[src/rtl/ecc_pkg.sv]
// Shared SECDED code helpers: column-code generation, width legality, encode and syndrome.
// Functions work on fixed maximum-width vectors; callers size-cast in and out.
package ecc_pkg;

  localparam int MAX_DW = 64;
  localparam int MAX_PW = 8;

  typedef logic [MAX_DW-1:0] wide_data_t;
  typedef logic [MAX_PW-1:0] wide_par_t;

  function automatic bit widths_legal(int dw, int pw);
    return (pw >= 3) && (pw <= MAX_PW) && (dw >= 1) && (dw <= MAX_DW) &&
           (((1 << (pw - 1)) - pw) >= dw);
  endfunction

  // j-th ascending pw-bit value with odd weight of at least 3
  function automatic wide_par_t col_code(int j, int pw);
    int        n;
    wide_par_t v;
    n = 0;
    for (int i = 0; i < (1 << pw); i++) begin
      v = wide_par_t'(i);
      if (($countones(v) % 2 == 1) && ($countones(v) >= 3)) begin
        if (n == j) return v;
        n++;
      end
    end
    return '0;
  endfunction

  function automatic wide_par_t encode(wide_data_t d, int dw, int pw);
    wide_par_t p;
    p = '0;
    for (int j = 0; j < dw; j++) begin
      if (d[j]) p = p ^ col_code(j, pw);
    end
    return p;
  endfunction

  function automatic wide_par_t calc_syndrome(wide_data_t d, wide_par_t par, int dw, int pw);
    return par ^ encode(d, dw, pw);
  endfunction

endpackage

[src/rtl/ecc_secded_pipe_if.sv]
// Decode-side stream interface: stored-word input handshake and corrected-result output handshake.
interface ecc_secded_pipe_if #(
  parameter int DATA_WIDTH   = 11,
  parameter int PARITY_WIDTH = 5
);
  logic                    in_valid;
  logic                    in_ready;
  logic [DATA_WIDTH-1:0]   in_data;
  logic [PARITY_WIDTH-1:0] in_parity;
  logic                    in_bypass;
  logic                    out_valid;
  logic                    out_ready;
  logic [DATA_WIDTH-1:0]   out_data;
  logic                    out_sbe;
  logic                    out_dbe;
  logic [PARITY_WIDTH-1:0] out_syndrome;

  modport master (
    output in_valid, in_data, in_parity, in_bypass, out_ready,
    input  in_ready, out_valid, out_data, out_sbe, out_dbe, out_syndrome
  );

  modport slave (
    input  in_valid, in_data, in_parity, in_bypass, out_ready,
    output in_ready, out_valid, out_data, out_sbe, out_dbe, out_syndrome
  );
endinterface

[src/rtl/ecc_secded_dec.sv]
// Combinational syndrome classifier: corrects a single data-bit error, flags parity-bit
// errors as corrected and any other nonzero syndrome as uncorrectable.
module ecc_secded_dec
  import ecc_pkg::*;
#(
  parameter int DATA_WIDTH   = 11,
  parameter int PARITY_WIDTH = 5
) (
  input  logic [DATA_WIDTH-1:0]   data_i,
  input  logic [PARITY_WIDTH-1:0] syndrome_i,
  input  logic                    bypass_i,
  output logic [DATA_WIDTH-1:0]   data_o,
  output logic                    sbe_o,
  output logic                    dbe_o
);

  logic [DATA_WIDTH-1:0] hit;

  for (genvar j = 0; j < DATA_WIDTH; j++) begin : g_col
    localparam logic [PARITY_WIDTH-1:0] CODE = PARITY_WIDTH'(col_code(j, PARITY_WIDTH));
    assign hit[j] = (syndrome_i == CODE);
  end

  always_comb begin
    data_o = data_i;
    sbe_o  = 1'b0;
    dbe_o  = 1'b0;
    if (!bypass_i && (syndrome_i != '0)) begin
      if (|hit) begin
        data_o = data_i ^ hit;
        sbe_o  = 1'b1;
      end else if ($onehot(syndrome_i)) begin
        // Lone check-bit flip: data already correct
        sbe_o = 1'b1;
      end else begin
        dbe_o = 1'b1;
      end
    end
  end

endmodule

[src/rtl/ecc_secded_pipe.sv]
// Two-stage SECDED decode pipeline with valid/ready flow control, saturating error
// counters and first-error log, plus a free-standing combinational encoder.
module ecc_secded_pipe
  import ecc_pkg::*;
#(
  parameter int DATA_WIDTH   = 11,
  parameter int PARITY_WIDTH = 5,
  parameter int CNT_WIDTH    = 8
) (
  input  logic                    clk,
  input  logic                    rst_n,
  input  logic [DATA_WIDTH-1:0]   enc_data,
  output logic [PARITY_WIDTH-1:0] enc_parity,
  ecc_secded_pipe_if.slave        bus,
  input  logic                    clr,
  output logic [CNT_WIDTH-1:0]    cnt_sbe,
  output logic [CNT_WIDTH-1:0]    cnt_dbe,
  output logic                    log_valid,
  output logic                    log_dbe,
  output logic [PARITY_WIDTH-1:0] log_syndrome
);

  if (!widths_legal(DATA_WIDTH, PARITY_WIDTH)) begin : g_bad_widths
    $error("ecc_secded_pipe: PARITY_WIDTH too small for DATA_WIDTH");
  end

  logic                    vld_p1_q, vld_p1_d, byp_p1_q, byp_p1_d;
  logic [DATA_WIDTH-1:0]   data_p1_q, data_p1_d;
  logic [PARITY_WIDTH-1:0] syn_p1_q, syn_p1_d;
  logic                    vld_p2_q, vld_p2_d, sbe_p2_q, sbe_p2_d, dbe_p2_q, dbe_p2_d;
  logic [DATA_WIDTH-1:0]   data_p2_q, data_p2_d;
  logic [PARITY_WIDTH-1:0] syn_p2_q, syn_p2_d;
  logic [CNT_WIDTH-1:0]    cnt_sbe_q, cnt_sbe_d, cnt_dbe_q, cnt_dbe_d;
  logic                    log_valid_q, log_valid_d, log_dbe_q, log_dbe_d;
  logic [PARITY_WIDTH-1:0] log_syn_q, log_syn_d;

  logic                    s1_adv, s2_adv, xfer;
  logic [PARITY_WIDTH-1:0] syn_in;
  logic [DATA_WIDTH-1:0]   dec_data;
  logic                    dec_sbe, dec_dbe;

  assign enc_parity = PARITY_WIDTH'(encode(wide_data_t'(enc_data), DATA_WIDTH, PARITY_WIDTH));
  assign syn_in     = PARITY_WIDTH'(calc_syndrome(wide_data_t'(bus.in_data),
                                                  wide_par_t'(bus.in_parity),
                                                  DATA_WIDTH, PARITY_WIDTH));

  ecc_secded_dec #(
    .DATA_WIDTH  (DATA_WIDTH),
    .PARITY_WIDTH(PARITY_WIDTH)
  ) u_dec (
    .data_i    (data_p1_q),
    .syndrome_i(syn_p1_q),
    .bypass_i  (byp_p1_q),
    .data_o    (dec_data),
    .sbe_o     (dec_sbe),
    .dbe_o     (dec_dbe)
  );

  always_comb begin
    s2_adv      = !vld_p2_q || bus.out_ready;
    s1_adv      = !vld_p1_q || s2_adv;
    xfer        = vld_p2_q && bus.out_ready;
    vld_p1_d    = vld_p1_q;
    data_p1_d   = data_p1_q;
    syn_p1_d    = syn_p1_q;
    byp_p1_d    = byp_p1_q;
    vld_p2_d    = vld_p2_q;
    data_p2_d   = data_p2_q;
    sbe_p2_d    = sbe_p2_q;
    dbe_p2_d    = dbe_p2_q;
    syn_p2_d    = syn_p2_q;
    cnt_sbe_d   = cnt_sbe_q;
    cnt_dbe_d   = cnt_dbe_q;
    log_valid_d = log_valid_q;
    log_dbe_d   = log_dbe_q;
    log_syn_d   = log_syn_q;

    // S1: raw word, its syndrome and bypass
    if (s1_adv) begin
      vld_p1_d = bus.in_valid;
      if (bus.in_valid) begin
        data_p1_d = bus.in_data;
        syn_p1_d  = syn_in;
        byp_p1_d  = bus.in_bypass;
      end
    end

    // S2: corrected data and flags
    if (s2_adv) begin
      vld_p2_d = vld_p1_q;
      if (vld_p1_q) begin
        data_p2_d = dec_data;
        sbe_p2_d  = dec_sbe;
        dbe_p2_d  = dec_dbe;
        syn_p2_d  = syn_p1_q;
      end
    end

    // Bypass beats never carry flags, so flags alone qualify the count
    if (clr) begin
      cnt_sbe_d   = '0;
      cnt_dbe_d   = '0;
      log_valid_d = 1'b0;
      log_dbe_d   = 1'b0;
      log_syn_d   = '0;
    end else if (xfer && (sbe_p2_q || dbe_p2_q)) begin
      if (sbe_p2_q && (cnt_sbe_q != '1)) cnt_sbe_d = cnt_sbe_q + 1'b1;
      if (dbe_p2_q && (cnt_dbe_q != '1)) cnt_dbe_d = cnt_dbe_q + 1'b1;
      if (!log_valid_q) begin
        log_valid_d = 1'b1;
        log_dbe_d   = dbe_p2_q;
        log_syn_d   = syn_p2_q;
      end
    end
  end

  always_ff @(posedge clk or negedge rst_n) begin
    if (!rst_n) begin
      vld_p1_q    <= 1'b0;
      data_p1_q   <= '0;
      syn_p1_q    <= '0;
      byp_p1_q    <= 1'b0;
      vld_p2_q    <= 1'b0;
      data_p2_q   <= '0;
      sbe_p2_q    <= 1'b0;
      dbe_p2_q    <= 1'b0;
      syn_p2_q    <= '0;
      cnt_sbe_q   <= '0;
      cnt_dbe_q   <= '0;
      log_valid_q <= 1'b0;
      log_dbe_q   <= 1'b0;
      log_syn_q   <= '0;
    end else begin
      vld_p1_q    <= vld_p1_d;
      data_p1_q   <= data_p1_d;
      syn_p1_q    <= syn_p1_d;
      byp_p1_q    <= byp_p1_d;
      vld_p2_q    <= vld_p2_d;
      data_p2_q   <= data_p2_d;
      sbe_p2_q    <= sbe_p2_d;
      dbe_p2_q    <= dbe_p2_d;
      syn_p2_q    <= syn_p2_d;
      cnt_sbe_q   <= cnt_sbe_d;
      cnt_dbe_q   <= cnt_dbe_d;
      log_valid_q <= log_valid_d;
      log_dbe_q   <= log_dbe_d;
      log_syn_q   <= log_syn_d;
    end
  end

  assign bus.in_ready     = s1_adv;
  assign bus.out_valid    = vld_p2_q;
  assign bus.out_data     = data_p2_q;
  assign bus.out_sbe      = sbe_p2_q;
  assign bus.out_dbe      = dbe_p2_q;
  assign bus.out_syndrome = syn_p2_q;
  assign cnt_sbe          = cnt_sbe_q;
  assign cnt_dbe          = cnt_dbe_q;
  assign log_valid        = log_valid_q;
  assign log_dbe          = log_dbe_q;
  assign log_syndrome     = log_syn_q;

endmodule
[src/flat_wrapper.sv]
// flat-port wrapper written by rule: the top's interface ports become plain ports
module ecc_secded_pipe_flat import ecc_pkg::*;
#(
  parameter int DATA_WIDTH   = 11,
  parameter int PARITY_WIDTH = 5,
  parameter int CNT_WIDTH    = 8
)
  (clk, rst_n, enc_data, enc_parity, clr, cnt_sbe, cnt_dbe, log_valid, log_dbe, log_syndrome, bus_in_valid, bus_in_data, bus_in_parity, bus_in_bypass, bus_out_ready, bus_in_ready, bus_out_valid, bus_out_data, bus_out_sbe, bus_out_dbe, bus_out_syndrome);
  ecc_secded_pipe_if #(.DATA_WIDTH(DATA_WIDTH), .PARITY_WIDTH(PARITY_WIDTH)) bus_i ();
  input  logic clk;
  input  logic rst_n;
  input  logic [DATA_WIDTH-1:0] enc_data;
  output logic [PARITY_WIDTH-1:0] enc_parity;
  input  logic clr;
  output logic [CNT_WIDTH-1:0] cnt_sbe;
  output logic [CNT_WIDTH-1:0] cnt_dbe;
  output logic log_valid;
  output logic log_dbe;
  output logic [PARITY_WIDTH-1:0] log_syndrome;
  input wire logic [$bits(bus_i.in_valid)-1:0] bus_in_valid;
  input wire logic [$bits(bus_i.in_data)-1:0] bus_in_data;
  input wire logic [$bits(bus_i.in_parity)-1:0] bus_in_parity;
  input wire logic [$bits(bus_i.in_bypass)-1:0] bus_in_bypass;
  input wire logic [$bits(bus_i.out_ready)-1:0] bus_out_ready;
  output wire logic [$bits(bus_i.in_ready)-1:0] bus_in_ready;
  output wire logic [$bits(bus_i.out_valid)-1:0] bus_out_valid;
  output wire logic [$bits(bus_i.out_data)-1:0] bus_out_data;
  output wire logic [$bits(bus_i.out_sbe)-1:0] bus_out_sbe;
  output wire logic [$bits(bus_i.out_dbe)-1:0] bus_out_dbe;
  output wire logic [$bits(bus_i.out_syndrome)-1:0] bus_out_syndrome;
  assign bus_i.in_valid = bus_in_valid;
  assign bus_i.in_data = bus_in_data;
  assign bus_i.in_parity = bus_in_parity;
  assign bus_i.in_bypass = bus_in_bypass;
  assign bus_i.out_ready = bus_out_ready;
  assign bus_in_ready = bus_i.in_ready;
  assign bus_out_valid = bus_i.out_valid;
  assign bus_out_data = bus_i.out_data;
  assign bus_out_sbe = bus_i.out_sbe;
  assign bus_out_dbe = bus_i.out_dbe;
  assign bus_out_syndrome = bus_i.out_syndrome;
  ecc_secded_pipe #(.DATA_WIDTH(DATA_WIDTH), .PARITY_WIDTH(PARITY_WIDTH), .CNT_WIDTH(CNT_WIDTH)) u_core (.clk(clk), .rst_n(rst_n), .enc_data(enc_data), .enc_parity(enc_parity), .bus(bus_i), .clr(clr), .cnt_sbe(cnt_sbe), .cnt_dbe(cnt_dbe), .log_valid(log_valid), .log_dbe(log_dbe), .log_syndrome(log_syndrome));
endmodule
[config.mk]
export PLATFORM = sky130hd
export DESIGN_NAME = ecc_secded_pipe_flat
export DESIGN_NICKNAME = d
export VERILOG_FILES = /design/src/rtl/ecc_pkg.sv /design/src/rtl/ecc_secded_pipe_if.sv /design/src/rtl/ecc_secded_dec.sv /design/src/rtl/ecc_secded_pipe.sv /design/src/flat_wrapper.sv
export SDC_FILE = /design/constraint.sdc
export NUM_CORES = 1
export LEC_CHECK = 0
export BUFFER_PORTS_ARGS = -buffer_cell sky130_fd_sc_hd__buf_2
export CAP_MARGIN = 20
export CORE_MARGIN = 2
export CORE_UTILIZATION = 40
export CTS_BUF_LIST = sky130_fd_sc_hd__clkbuf_2
export DETAILED_ROUTE_END_ITERATION = 7
export HOLD_SLACK_MARGIN = 0.02
export PLACE_DENSITY = 0.68
export SETUP_SLACK_MARGIN = 0.3
export SLEW_MARGIN = 10
export SYNTH_ARGS = -nofsm -noshare
export SYNTH_HDL_FRONTEND = slang
export SYNTH_SLANG_ARGS = --single-unit
[constraint.sdc]
create_clock -name clk -period 3.26 [get_ports clk]
set_input_delay 0.815 -clock clk [delete_from_list [all_inputs] [get_ports clk]]
set_output_delay 0.815 -clock clk [all_outputs]
set_load 0.1 [all_outputs]
After elaboration in Yosys (flattened, before gate mapping)
Cells that the tools add are included.
{"block": "totals", "output_inout_bits": 48, "in_bits": 33, "ff_bits": 60}
{"block": "op_classes", "muxes": 3925, "n_reduce_logical": 41, "add_sub_neg": 204, "bitwise": 22, "n_eq_ne": 215}
{"op": "32-bit 2-to-1 mux", "n": 1228}
{"op": "32-bit by 2-bit adder with 32-bit output, second input constant", "n": 198}
{"op": "5-bit 2-to-1 mux", "n": 822}
{"op": "32-bit by 4-bit == test with 1-bit output, second input constant", "n": 80}
{"op": "32-bit by 5-bit == test with 1-bit output, second input constant", "n": 60}
{"op": "1-bit 2-to-1 mux", "n": 1864}
{"op": "32-bit by 3-bit == test with 1-bit output, second input constant", "n": 40}
{"op": "32-bit by 2-bit == test with 1-bit output, second input constant", "n": 20}
{"op": "32-bit logical NOT", "n": 20}
{"op": "5-bit XOR", "n": 21}
{"op": "8-bit 2-to-1 mux", "n": 6}
{"op": "5-bit == test, second input constant", "n": 7}
{"op": "11-bit 2-to-1 mux", "n": 2}
{"op": "8-bit by 1-bit adder with 8-bit output, second input constant", "n": 2}
{"op": "8-bit inequality test, second input constant", "n": 2}
{"op": "5-bit by 4-bit == test with 1-bit output, second input constant", "n": 3}
{"op": "4-bit 2-to-1 mux", "n": 3}
{"op": "11-bit OR reduction", "n": 1}
{"op": "11-bit XOR", "n": 1}
{"op": "2-bit AND reduction", "n": 5}
{"op": "2-bit nonzero test", "n": 3}
{"op": "5-bit by 3-bit == test with 1-bit output, second input constant", "n": 1}
{"op": "1-bit logical AND", "n": 5}
{"op": "5-bit nonzero test", "n": 1}
{"op": "7 further kinds", "n": 12}

Logic depth before layout (Yosys ltp)
{"block": "depth", "depth_word": 174, "depth_mapped": 10, "ltp_nobuf": 9}

Modules after synthesis
A second synthesis with hierarchy kept.
{"block": "unflattened", "hier_cells": 300, "hier_area_um2": 3369.5}
{"module": "ecc_secded_pipe", "area_each_um2": 2925.3, "cells_per_inst": 242, "instances": 1, "seq_area_each_um2": 1501.4}
{"module": "ecc_secded_dec", "area_each_um2": 444.2, "cells_per_inst": 58, "instances": 1, "seq_area_each_um2": 0.0}

Worst setup path after synthesis
Ideal clock, no wire load.
{"block": "synth_path", "path_type": "input port to output port", "startpoint": "in enc_data[5]", "endpoint": "out enc_parity[0]", "required_ns": 2.445, "cell_stages": 4, "t_arrival_ns": 2.889, "slack_ns": -0.444, "path_buffers": 0, "cell_sequence": "xor2_1 > xnor2_1 > xnor2_1 > xnor2_1"}
{"block": "synth_between", "elab_chain_len": 11}
{"item": "start: declaration", "line": "flat_wrapper.sv:12", "text": "input logic [DATA_WIDTH-1:0] enc_data;"}
{"item": "5-bit 2-to-1 mux (*)", "line": "ecc_pkg.sv:35", "text": "if (d[j]) p = p ^ col_code(j, pw);"}
{"item": "5-bit XOR", "line": "ecc_pkg.sv:35"}
{"item": "5-bit 2-to-1 mux (*)", "line": "ecc_pkg.sv:35"}
{"item": "5-bit XOR", "line": "ecc_pkg.sv:35"}
{"item": "5-bit 2-to-1 mux (*)", "line": "ecc_pkg.sv:35"}
{"item": "5-bit XOR", "line": "ecc_pkg.sv:35"}
{"item": "5-bit 2-to-1 mux (*)", "line": "ecc_pkg.sv:35"}
{"item": "5-bit XOR", "line": "ecc_pkg.sv:35"}
{"item": "5-bit 2-to-1 mux (*)", "line": "ecc_pkg.sv:35"}
{"item": "5-bit XOR", "line": "ecc_pkg.sv:35"}
{"item": "5-bit 2-to-1 mux (*)", "line": "ecc_pkg.sv:35"}
{"item": "end: declaration", "line": "flat_wrapper.sv:13", "text": "output logic [PARITY_WIDTH-1:0] enc_parity;"}
Mark *: on every way between the ends. The rest lies on a longest branch, timed or not.

Final worst setup path
{"block": "layout_path", "startpoint": "in enc_data[10]", "endpoint": "out enc_parity[4]"}
{"block": "layout_between", "elab_chain_len": 1}
{"item": "5-bit 2-to-1 mux", "line": "ecc_pkg.sv:35"}
No other way between the ends.

==> results.md <==
- Run status: finished, final reports clean
- PortBufs: 80
- CTS clk-pin slew, worst paths: 170 ps
- Rows: 33
- R2R depth: 9
- Post-synth EDFFs: 0
- Worst VDD drop: 217 µV
- Crit path launch type: primary input
- Skew-Pair Late Insertion Delay: 450 ps
- Largest net degree at the start of global routing: 50
- DRC viols: 0
- Antenna violations before repair: 0
- H-tree depth: 3
- DR vias: 2469
- TritonCTS Buffers: 9
- Synth async-reset ratio: 100%
- Final setup viols: 0
- Layout Area Growth over Synthesis: 21.5%
- Clock power share: 16.6%
- First-pass GRT wire length: 11000 µm
- Clock Tree Buf Depth: 2
- RSZ-0062 raised after global routing: no
- Via density per instance: 4.93
- Avg Cell Area, Syn: 10.7 µm²
- Crit path kind: primary input to output port
- Layout cells sized above 1: 32.8%
- Net Switching: 1.59 mW
- Ys Warns: 0
- I/O pins: 81
- Tmin final: 2850 ps
- RePlAce Congestion: 0.776
- Internal reg-to-reg setup slack: 680 ps
- Final Skew: 22.1 ps
- Comb pwr share: 51.0%
- Synthesized instance count: 309
- Post-DP HPWL: 5050 µm
- Slew @ Worst Pin: 738 ps
- DIE AREA: 9020 µm²
- Die Height: 95.0 µm
- Final instance area: 4020 µm²
- Min-Delay Path Class: primary input to asynchronous set/reset pin
- Setup TNS after final layout: 0 ps
- Worst EP required: 2440 ps
- Final Hold Fails: 0
- Max Clock Freq: 350 MHz
- Placed cell area: 3880 µm²
- # clock sinks: 60
- Cell variety after synth: 43
- Top FF cell, synth: dfrtp_1
- Root Driver: clkbuf_2
- Chip width: 95.0 µm
- Routed WL: 6610 µm
- Pwr per Cell Area: 783 nW/µm²
- All-layer global routing usage: 15.8%
- Crit Path Max Fanout: 2
- MaxCap Viol Count: 0
- Total gr overflow: 0
- Final antenna diode count: 0
- Critical Path End Type: output port
- Cell internal pwr: 1.56 mW
- DRC marker count from the first detailed-route iteration: 51
- Switching Share: 50.5%
- Vias in the first global route: 2272
- Wirelength per Cell: 13.2 µm
- Seq cells post-synth: 60
- Period utilization: 87.5%
- Static leakage: 1.84 nW
- Cell Area, Synth: 3310 µm²
- Seq/Total Area, Yosys: 45.4%
- Antenna-violating nets left: 0
- Utilization after layout: 49.4%
- Syn_nets: 351
- First drt pass iteration count: 4
- Slew HR: 50.7%
- Starting Density: 40.7%
- Core box area: 8130 µm²
- Crit path DAT: 2040 ps
- Post-CTS setup buffer count: 0
- Final net count: 433
- TritonCTS clock tree: yes
- Fin. max-slew vios: 0
- Flop pwr share: 32.5%
==> final cells by class <==
cell class	instances	area, µm²
Sequential cell	60	1500
Tap cell	105	131
Clock inverter	5	76.3
Clock buffer	11	55.1
Fill cell	766	4110
Timing Repair Buffer	81	453
Multi-Input combinational cell	231	1770
Inverter	8	30.0
==> state kept, by name, summed over array words and instances (netlist names), 5 cells and up <==
signal and count:
u_core.syn_p1_q 5, u_core.bus.out_data 11, u_core.data_p1_q 11, u_core.cnt_sbe 8, u_core.bus.out_syndrome 5, u_core.log_syndrome 5, u_core.cnt_dbe 8
==> layer usage <==
metal | part of all wire (%) | wire (µm) | GRT usage [%] | vias up
li1 | - | - | - | 1206
met1 | 46 | 3040 | 20.9 | 1189
met2 | 48 | 3150 | 25.1 | 72
met3 | 6.0 | 396 | 3.99 | 2
met4 | 0.35 | 23 | 5.80 | 0
met5 | 0 | 0 | 0 | -
==> placed cells by master, fill, tap and decap left out, drive strengths merged, types with 3 or more instances in the layout <==
| cell type | n |
|---|---|
| nor3 | 4 |
| nand3 | 14 |
| mux2 | 14 |
| nor2 | 27 |
| inv | 8 |
| buf | 81 |
| xnor2 | 44 |
| a21oi | 4 |
| o21ai | 23 |
| xor2 | 27 |
| ha | 7 |
| dfrtp | 60 |
| nand2b | 3 |
| clkbuf | 11 |
| nand4 | 8 |
| nand2 | 26 |
| mux2i | 8 |
==> cells in the mapped netlist (3+ instances only) <==
cell	instances	area (µm²)
dfrtp_1	60	1500
xnor2_1	44	385
xor2_1	27	236
nor2_1	26	97.6
nand2_1	25	93.8
o21ai_0	20	100
mux2_2	14	158
nand3_1	12	60.1
inv_1	8	30.0
mux2i_1	8	80.1
nand4_1	8	50.1
ha_1	7	87.6
a21oi_1	4	20.0
nor3_1	4	20.0
buf_4	3	22.5
buf_6	3	33.8
nand2b_1	3	18.8
==> path summary, 6_finish.rpt <==
kind	startpoint	endpoint
setup / recovery	enc_data[10]	enc_parity[4]
hold / removal	rst_n	u_core.cnt_dbe[3]$_DFFE_PN0P_
setup reg to reg	u_core.syn_p1_q[3]$_DFFE_PN0P_	u_core.bus.out_dbe$_DFFE_PN0P_
hold reg to reg	u_core.bus.out_data[10]$_DFFE_PN0P_	u_core.bus.out_data[10]$_DFFE_PN0P_
max in group asynchronous	rst_n	u_core.data_p1_q[3]$_DFFE_PN0P_
min in group clk	u_core.bus.out_data[10]$_DFFE_PN0P_	u_core.bus.out_data[10]$_DFFE_PN0P_
==> worst max-delay path, stage by stage <==
cell and delay [ps]:
buf_2 120, xor2_1 320, xnor2_1 210, xor2_2 140, buf_2 430
==> kinds of logic after synthesis <==
kind of cell    after synthesis  synth area share, %
simple gates                 95                 14.2
flops                        60                 45.4
compound gates               33                 7.11
mux                          22                 7.18
buf+inv                      18                 3.14
fa+ha+maj                    10                 4.20
xor+xnor                     71                 18.8
==> power groups by stage <==
stage / Sequential [mW] / Clock, mW / Combinational (mW)
after floorplan: 1.57 / 0 / 0.764
after global placement: 1.03 / 0 / 1.59
after detailed placement: 1.04 / 0 / 1.61
after CTS: 1.02 / 0.545 / 1.62
after global routing: 1.05 / 0.583 / 1.72
final: 1.02 / 0.521 / 1.60
==> metrics by stage <==
stage                     setup WS, ps  power [mW]  hold slack, ps  std cells
after floorplan                   83.4        2.34             477        309
after global placement             274        2.62             466        485
after CTS                          401        3.19             134        501
final                              407        3.15             192        501
after detailed placement           266        2.65             471        485
after global routing               329        3.35             105        501
==> what timing repair did <==
action / CTS / global route
setup endpoints to repair: 2 / 0
hold buffers: 0 / 0
resized for setup: 1 / 0
Note: power is estimated with default switching activity, not from simulation.
